`config.mk`:
```
export PLATFORM = sky130hd
export DESIGN_NAME = switch_debounce
export DESIGN_NICKNAME = d
export VERILOG_FILES = /design/src/rtl/switch_debounce.sv
export SDC_FILE = /design/constraint.sdc
export NUM_CORES = 1
export LEC_CHECK = 0
export CAP_MARGIN = 20
export CORE_UTILIZATION = 50
export DETAILED_ROUTE_END_ITERATION = 10
export DONT_BUFFER_PORTS = 1
export PLACE_DENSITY = 0.63
export SLEW_MARGIN = 20
export SYNTH_ARGS = -nofsm -noshare
export SYNTH_HDL_FRONTEND = slang
export SYNTH_SLANG_ARGS = --single-unit
```
`constraint.sdc`:
```
create_clock -name clk -period 4.3 [get_ports clk]
set_clock_uncertainty 0.1 [all_clocks]
set_input_delay 0.86 -clock clk [delete_from_list [all_inputs] [get_ports clk]]
set_output_delay 0.86 -clock clk [all_outputs]
set_load 0.01 [all_outputs]
```
`src/rtl/switch_debounce.sv`:
```
// Board switch conditioner: two-flop sync, per-bit debounce,
// registered levels plus single-cycle rise/fall/change strobes.
module switch_debounce #(
    parameter int WIDTH       = 5,
    parameter int CLK_FREQ    = 12000000,
    parameter int DEBOUNCE_MS = 10
) (
    input  logic             clk,
    input  logic             rstn,
    input  logic [WIDTH-1:0] sw_raw,
    output logic [WIDTH-1:0] sw_level,
    output logic [WIDTH-1:0] sw_rise,
    output logic [WIDTH-1:0] sw_fall,
    output logic             sw_change,
    output logic             sw_settled
);

    localparam int DB_CYCLES = CLK_FREQ / 1000 * DEBOUNCE_MS;
    localparam int CW        = $clog2(DB_CYCLES);
    localparam logic [CW-1:0] LAST = CW'(DB_CYCLES - 1);

    typedef enum logic {
        INIT,
        RUN
    } state_t;

    state_t state, state_n;

    logic [WIDTH-1:0]         s1, s2;
    logic [WIDTH-1:0]         level_n, rise_n, fall_n;
    logic [CW-1:0]            gcnt, gcnt_n;
    logic [WIDTH-1:0][CW-1:0] cnt, cnt_n;
    logic                     settled_n;

    always_ff @(posedge clk or negedge rstn) begin
        if (!rstn) begin
            s1 <= '0;
            s2 <= '0;
        end else begin
            s1 <= sw_raw;
            s2 <= s1;
        end
    end

    always_ff @(posedge clk or negedge rstn) begin
        if (!rstn) begin
            state      <= INIT;
            gcnt       <= '0;
            cnt        <= '0;
            sw_level   <= '0;
            sw_rise    <= '0;
            sw_fall    <= '0;
            sw_change  <= 1'b0;
            sw_settled <= 1'b0;
        end else begin
            state      <= state_n;
            gcnt       <= gcnt_n;
            cnt        <= cnt_n;
            sw_level   <= level_n;
            sw_rise    <= rise_n;
            sw_fall    <= fall_n;
            sw_change  <= |(rise_n | fall_n);
            sw_settled <= settled_n;
        end
    end

    // In INIT, sw_level doubles as the previous-cycle copy of s2.
    always_comb begin
        state_n   = state;
        gcnt_n    = gcnt;
        cnt_n     = cnt;
        level_n   = sw_level;
        rise_n    = '0;
        fall_n    = '0;
        settled_n = sw_settled;
        unique case (state)
            INIT: begin
                level_n = s2;
                cnt_n   = '0;
                if (s2 != sw_level) begin
                    gcnt_n = '0;
                end else if (gcnt == LAST) begin
                    gcnt_n    = '0;
                    state_n   = RUN;
                    settled_n = 1'b1;
                end else begin
                    gcnt_n = gcnt + 1'b1;
                end
            end
            RUN: begin
                for (int i = 0; i < WIDTH; i++) begin
                    if (s2[i] == sw_level[i]) begin
                        cnt_n[i] = '0;
                    end else if (cnt[i] == LAST) begin
                        level_n[i] = s2[i];
                        cnt_n[i]   = '0;
                        rise_n[i]  = s2[i];
                        fall_n[i]  = ~s2[i];
                    end else begin
                        cnt_n[i] = cnt[i] + 1'b1;
                    end
                end
            end
            default: ;
        endcase
    end

endmodule

```
==> results of run 1 <==
synth_stat cells (6+ instances only):
library cell  count  area share
and3_1           17       0.018
and4_1            8       0.012
clkbuf_1          7      0.0043
dfrtp_1         130        0.54
ha_1              6       0.012
inv_1            12      0.0074
nand2_1          46       0.028
nand3_1          44       0.036
nand4_1          30       0.031
nor2_1          103       0.064
nor3_1           16       0.013
nor3b_1          10       0.012
nor4_1            7      0.0072
xnor2_1          32       0.046
xor2_1           55       0.079
per-stage QoR:
step	util	cells	cell area, µm²	setup slack, ps
floorplan	-	585	6070	2380
global placement	0.532	714	6170	2140
detailed placement	0.532	714	6170	2080
CTS	0.583	744	6780	2040
global route	0.583	744	6780	1850
finish	0.583	744	6780	2080
registers in the layout, indices dropped and copies added (netlist names):
signal,flops
sw_level,5
sw_fall,5
sw_rise,5
state,1
sw_change,1
sw_settled,1
cnt,85
gcnt,17
s2,5
s1,5
cell type report:
class	count	area, µm²	area share
Clock buffer	21	470	0.0694
Timing Repair Buffer	1	7.51	0.00111
Inverter	12	45.0	0.00665
Sequential cell	130	3250	0.480
Clock inverter	9	131	0.0194
Multi-Input combinational cell	428	2690	0.397
Tap cell	143	179	0.0264
worst paths after layout:
path | start | to | slack [ps]
setup / recovery | cnt[68] | cnt[70] | 2080
hold / removal | rstn | cnt[37] | 40
setup reg to reg | cnt[68] | cnt[70] | 2080
hold reg to reg | s1[0] | s2[0] | 250
max in group asynchronous | rstn | cnt[22] | 3860
min in group clk | s1[0] | s2[0] | 250
worst max-delay path: cells and delay by family, from the launching register on:
family,cells,cell delay (ps)
flip-flops,1,380
adder cells (fa/ha/maj),1,200
AND/OR/NAND/NOR,5,1390
routing by layer:
| layer | track usage | vias to the layer above | routed length [µm] |
|---|---|---|---|
| met1 | 0.255 | 2039 | 5170 |
| met2 | 0.288 | 46 | 5080 |
| met4 | 0.0960 | 0 | 170 |
| met3 | 0.0562 | 13 | 422 |
| met5 | 0 | - | 0 |
| li1 | - | 2022 | - |
logic make-up after synthesis:
group / count (synthesis) / synth area share
XOR/XNOR: 87 / 0.126
AND/OR/NAND/NOR: 313 / 0.274
flip-flops: 130 / 0.536
AO/OA/AOI/OAI: 18 / 0.0237
adder cells (fa/ha/maj): 6 / 0.0124
multiplexers: 4 / 0.00742
buffers and inverters: 27 / 0.0212
power by group through the flow:
stage	logic, µW	clock network [µW]	registers (µW)
finish	17.5	1450	1240
global route	19.1	1530	1240
CTS	18.0	1480	1240
detailed placement	17.9	0	1260
global placement	17.5	0	1260
floorplan	15.2	0	1260
==> impl_metrics.yaml, run 1 <==
hold_path:
  hp-class: "in2async"
pwr:
  p_int_uw: 2190
  power.density_nw_per_um2: 400
  p_sw_uw: 522
  peakVddDrop_v: 0.000279
  clock_power_share: 0.535
  combPwrFrac: 0.006
  pwr-share-seq: 0.458
  cellLeakagePower_uw: 0.00274
  power_uw: 2710
  switching_share: 0.193
critical_path:
  cp_slowest_cell: "nand3_1"
  ff2ff_path_depth: 6
  cp-end-kind: "register"
  crit_type: "reg2reg"
  path_cells: "ha_1 -> and3_2 -> nand3_4 -> or3_4 -> nand3_1 -> nor2_1"
  cp_max_fo: 17
  worstPathArrival_ps: 2390
  start_kind: "register"
  critPathMaxStageDelay_ps: 500
  cp.required_ps: 4460
sta:
  hold_viol: 0
  setup_viol: 0
  setup_tns_ps: 0
  drv_slew: 0
  max_slew_margin: 0.551
  worst_slew_pin_slew_ps: 672
  min_period_ps: 2220
  fmax_ghz: 0.449
  rsz0062_at_grt: "no"
  hold_ws_ps: 39.7
  fin_crit_sh: 0.517
routing:
  drtAntennaViolNets: 0
  route.detailed.drc: 1
  drt_wl_total_mm: 10.8
  vias_per_cell: 5.54
  first_pass_iters: 9
  vias: 4120
  wl_per_cell_um: 14.6
  drtIter0Drc: 286
status:
  status: "complete, but fails checks"
  failed_checks: "design-rule violations"
synth:
  ys_types: 50
  synth-seq-cells: 130
  synthFlopType: "dfrtp_1"
  yosys_warnings: 0
  synth_edf_count: 0
  syn_area_um2: 6070
  syn_nets: 598
  yosysSeqAreaShare: 0.536
  synthArstFlopShare: 1.00
  syn_avg_cell_area_um2: 10.4
  netlist_instances: 585
cts:
  clk_latency_ps: 410
  post-cts-setup-buffer-count: 0
  cts_tree: "built"
  clock-sinks: 130
  root_buffer: "clkbuf_16"
  cts.clk_slew.worst_paths_ps: 60
  numCtsBuffers: 17
  hold_buffers: 0
  cts_resized: 0
  htreeDepth: 4
  cts_max_path_buffers: 2
global_route:
  grt_use_total: 0.192
  overflow: 0
  grt_pass1_wl_mm: 18.9
  antenna_found_initial: 0
  grt_max_degree: 131
  grt_pass1_vias: 4075
placed_design:
  dp_hpwl_mm: 7.15
  io_buffers: 0
  gp_congestion: 0.792
floorplanning:
  rows: 39
  die_y_um: 112
  core_area_um2: 11600
  fp.dieW_um: 112
  pin_count: 24
  initial_utilization: 0.523
  die-area_um2: 12600
cells_and_area:
  finalNetCount: 603
  insertedDiodeCount: 0
  layout-drive-gt1-share: 0.0882
  most-common-layout-cells: "dfrtp_1, nor2_1, xor2_1"
  n_fill_cell: 989
  area_delta_synth_final_pct: 11.6
  final_common_cell: "dfrtp_1"
flow_run:
  maxCapViolCount: 0
(Power assumes the default switching activity.)
==> run 2: changes to the inputs <==
PLACE_DENSITY = 0.66   (was 0.63)
clock period = 1.9 ns   (was 4.3 ns; I/O delays follow)
==> run 2 against run 1 <==
The run ends with design-rule violations, negative hold slack left. Clock power up 120%. Final cell count grew 6.2%. Sequential share of layout area decreased by 3.1 points. First-iteration DRC count decreased by 24%. Sequential power is 130% higher. Core utilization increased by 4.1 points. Routed wire length is 4.8% higher. Largest power group unchanged. Highest routed layer unchanged.
==> impl_metrics.yaml, run 2 (synthesis results as in run 1) <==
routing:
  drtIter0Drc: 216
  first_pass_iters: 7
  drt_wl_total_mm: 11.4
  vias_per_cell: 5.32
  route.detailed.drc: 1
  vias: 4200
  drtAntennaViolNets: 0
  wl_per_cell_um: 14.4
cells_and_area:
  area_delta_synth_final_pct: 19.4
  most-common-layout-cells: "dfrtp_1, nor2_1, xor2_1"
  layout-drive-gt1-share: 0.162
  insertedDiodeCount: 0
  finalNetCount: 647
  top_regs: "cnt x85, gcnt x17"
  top_register: "cnt"
  n_fill_cell: 956
  final_common_cell: "dfrtp_1"
  largest_reg_flops: 85
floorplanning:
  die_y_um: 112
  fp.dieW_um: 112
  core_area_um2: 11600
  pin_count: 24
  initial_utilization: 0.523
  die-area_um2: 12600
  rows: 39
sta:
  drv_slew: 0
  worst_slack_ps: 11.7
  rsz0062_at_grt: "yes"
  setup_tns_ps: 0
  max_slew_margin: 0.691
  fin_crit_sh: 0.994
  hold_viol: 130
  fmax_ghz: 0.530
  setup_viol: 0
  worst_slew_pin_slew_ps: 459
  min_period_ps: 1890
  hold_ws_ps: -438
global_route:
  overflow: 0
  antenna_found_initial: 0
  grt_use_total: 0.201
  grt_pass1_vias: 4197
  grt_max_degree: 131
  grt_pass1_wl_mm: 19.9
status:
  status: "complete, but fails checks"
  failed_checks: "design-rule violations, negative hold slack"
critical_path:
  crit_family: "simple AND/OR/NAND/NOR gates"
  r2r_end: "gcnt[9]"
  cp_max_fo: 14
  crit_type: "reg2reg"
  r2r-start: "s2[2]"
  path_buf_inv: 1
  cp_slowest_cell: "or4_4"
  critPathMaxStageDelay_ps: 580
  path_cells: "xor2_1 -> or4_4 -> nor2_8 -> buf_12 -> a41oi_1 -> a31oi_1"
  worstPathArrival_ps: 2120
  ff2ff_path_depth: 6
  cp-end-kind: "register"
  start_kind: "register"
  cp.required_ps: 2130
  r2r_setup_slack_ps: 10
placed_design:
  dp_hpwl_mm: 7.32
  dp_worst_setup_slack_ps: -21.6
  gp_congestion: 0.843
  io_buffers: 0
cts:
  clock-sinks: 130
  htreeDepth: 4
  numCtsBuffers: 17
  clk_latency_ps: 410
  cts.clk_slew.worst_paths_ps: 60
  cts_tree: "built"
  hold_buffers: 5
  root_buffer: "clkbuf_16"
  cts_max_path_buffers: 2
pwr:
  pwr-share-seq: 0.458
  cellLeakagePower_uw: 0.00303
  p_sw_uw: 1250
  p_int_uw: 4870
  clock_power_share: 0.529
  peakVddDrop_v: 0.000794
  power.density_nw_per_um2: 843
  switching_share: 0.204
  combPwrFrac: 0.013
flow_run:
  maxCapViolCount: 0
hold_path:
  hp-class: "in2async"
-- run 2: cell type report --
class / count / area, µm² / area share
sequential: 130 / 3250 / 0.449
clock inverter: 11 / 125 / 0.0173
timing repair buffer: 45 / 417 / 0.0575
tap: 143 / 179 / 0.0247
inverter: 12 / 45.0 / 0.00621
clock buffer: 21 / 470 / 0.0649
multi-input combinational: 428 / 2760 / 0.381
-- run 2: per-layer routing --
metal / GRT usage / wire (µm)
met1: 0.267 / 5460
met2: 0.311 / 5360
met3: 0.0675 / 423
met4: 0.0684 / 111
met5: 0 / 0
-- run 2: timing repair --
item | 4_1_cts | 5_1_grt
buffers inserted | 1 | 1
pin swaps | 0 | 10
gates resized for setup | 3 | 12
hold endpoints to repair | 135 | 130
setup endpoints to repair | 3 | 52
-- run 2: through the flow --
stage                     total power (µW)  area (µm²)  hold slack [ps]  utilization  std cells
after CTS                             6190        7190             -459        0.619        789
final                                 6110        7250             -438        0.624        790
after global routing                  6330        7250             -466        0.624        790
after floorplan                       2890        6080            -15.6            -        585
after detailed placement              2920        6520            -11.4        0.562        751
after global placement                2920        6520            -12.1        0.562        751
-- run 2: worst max path at each step --
stage / slack (ps) / to / startpoint / depth (start not counted)
floorplan: 2 / gcnt[10] / sw_level[3] / 5
global placement: 40 / sw_rise[4] / cnt[69] / 6
detailed placement: -20 / sw_rise[4] / cnt[69] / 6
CTS: 20 / gcnt[9] / s2[2] / 6
global route: -70 / gcnt[9] / s2[2] / 6
finish: 10 / gcnt[9] / s2[2] / 6
-- run 2: power groups by stage --
stage,combinational (µW),clock (µW),sequential [µW]
global placement,68.9,0,2850
floorplan,34.9,0,2850
global route,86.1,3440,2800
finish,79.3,3230,2800
CTS,78.2,3320,2800
detailed placement,69.4,0,2850
-- run 2: worst register-to-register path: cells and delay by family (launching register included) --
| family | cells | cell delay [ps] |
|---|---|---|
| xor+xnor | 1 | 170 |
| compound gates | 2 | 260 |
| simple gates | 2 | 720 |
| flops | 1 | 400 |
| buf+inv | 1 | 150 |
==> run 3: changes to the inputs <==
CTS_BUF_LIST = sky130_fd_sc_hd__clkbuf_16   (was unset)
==> run 3 against run 2 <==
The flow still finishes with violations (design-rule violations, negative hold slack). Combinational power down 0.5%. Final cell count unchanged. Core utilization down 0.30 points. Count of clock-buffer cells in the layout down 4. Routed wire length down 0.86%. Non-clock buffer count unchanged. First-iteration DRC count up 9.3%. Sequential power about the same. Critical path depth unchanged. Fmax up 0.51%. Worst hold slack about the same. Critical endpoint unchanged. Highest routed layer unchanged.
==> impl_metrics.yaml, run 3 (synthesis results as in run 1) <==
sta:
  rsz0062_at_grt: "yes"
  max_slew_margin: 0.693
  hold_viol: 130
  drv_slew: 0
  fmax_ghz: 0.532
  fin_crit_sh: 0.989
  hold_ws_ps: -437
  min_period_ps: 1880
  worst_slew_pin_slew_ps: 457
  setup_viol: 0
cells_and_area:
  top_regs: "cnt x85, gcnt x17"
  final_common_cell: "dfrtp_1"
  largest_reg_flops: 85
  most-common-layout-cells: "dfrtp_1, nor2_1, xor2_1"
  insertedDiodeCount: 0
  layout-drive-gt1-share: 0.156
  fin_area_um2: 7210
  area_delta_synth_final_pct: 18.8
  seqCellArea_um2: 3250
  utilization: 0.621
  multi_input_area_um2: 2760
  top_register: "cnt"
  finalNetCount: 647
  n_fill_cell: 961
critical_path:
  worstPathArrival_ps: 2100
  crit_type: "reg2reg"
  start_kind: "register"
  cp_max_fo: 14
  r2r_setup_slack_ps: 20
  cp-endpoint: "gcnt[9]"
  r2r-start: "sw_level[3]"
  r2r_end: "gcnt[9]"
  worstSetupStartpoint: "sw_level[3]"
  ff2ff_path_depth: 6
  cp.required_ps: 2130
  cp-end-kind: "register"
floorplanning:
  fp.dieW_um: 112
  rows: 39
  die-area_um2: 12600
  pin_count: 24
  core_area_um2: 11600
  die_y_um: 112
  initial_utilization: 0.523
routing:
  route.detailed.drc: 1
  vias_per_cell: 5.33
  wl_per_cell_um: 14.2
  drtIter0Drc: 236
  vias: 4209
  drtAntennaViolNets: 0
  first_pass_iters: 7
  drt_wl_total_mm: 11.3
cts:
  numCtsBuffers: 17
  cts_tree: "built"
  cts_max_path_buffers: 2
  clk_latency_ps: 410
  cts.clk_slew.worst_paths_ps: 60
  root_buffer: "clkbuf_16"
  hold_buffers: 5
  clock-sinks: 130
  htreeDepth: 4
pwr:
  power_uw: 5980
  power.density_nw_per_um2: 829
  cellLeakagePower_uw: 0.00302
  peakVddDrop_v: 0.000809
global_route:
  grt_max_degree: 131
  antenna_found_initial: 0
  grt_use_total: 0.200
  grt_pass1_wl_mm: 19.8
  overflow: 0
  grt_pass1_vias: 4208
placed_design:
  dp_hpwl_mm: 7.32
  io_buffers: 0
  placed_area_um2: 6520
  gp_congestion: 0.843
status:
  failed_checks: "design-rule violations, negative hold slack"
  status: "complete, but fails checks"
hold_path:
  hp-class: "in2async"
flow_run:
  maxCapViolCount: 0
## run 3: area by class of cell
type,count,share of cell area
Sequential cell,130,0.451
Multi-Input combinational cell,428,0.382
Inverter,12,0.00624
Tap cell,143,0.0248
Clock inverter,15,0.0194
Timing Repair Buffer,45,0.0578
Clock buffer,17,0.0590
## run 3: what timing repair did
action / 4_1_cts / 5_1_grt
resized for setup: 3 / 11
endpoints found under the setup margin: 2 / 52
setup buffers: 1 / 1
endpoints found under the hold margin: 135 / 130
pin swaps: 0 / 10
## run 3: worst min path at each step
stage / start / to / slack [ps] / cells past startpoint
3_5_place_dp: rstn / cnt[36] / -10 / 0
6_report: rstn / gcnt[4] / -440 / 0
3_3_place_gp: rstn / cnt[34] / -10 / 0
5_1_grt: rstn / cnt[49] / -470 / 0
2_1_floorplan: rstn / cnt[0] / -20 / 0
4_1_cts: rstn / cnt[49] / -460 / 0
## run 3: worst max-delay path, cell delays in order, from the launching register on
cell     delay [ps]
dfrtp_1         390
xor2_1          180
or4_4           580
nor2_8          130
buf_12          150
a41oi_1         100
a31oi_1         160
## run 3: layer usage
metal	vias to the layer above	part of all wire	track usage
li1	2112	-	-
met1	2047	0.48	0.265
met2	39	0.47	0.311
met3	11	0.039	0.0664
met4	0	0.011	0.0702
met5	-	0	0
## run 3: per-stage QoR
stage	cells	setup WS (ps)	TNS [ps]
2_1_floorplan	585	2.33	0
3_5_place_dp	751	-21.6	-21.6
5_1_grt	790	-67.3	-677
3_3_place_gp	751	43.4	0
4_1_cts	789	21.8	0
6_report	790	21.3	0
## run 3: power breakdown
part / switching (µW) / total (µW) / leakage [µW] / internal, µW
registers: 12.6 / 2800 / 0.00178 / 2790
logic: 39.2 / 78.9 / 0.000957 / 39.7
clock network: 1190 / 3100 / 0.000278 / 1910
total: 1240 / 5980 / 0.00302 / 4740
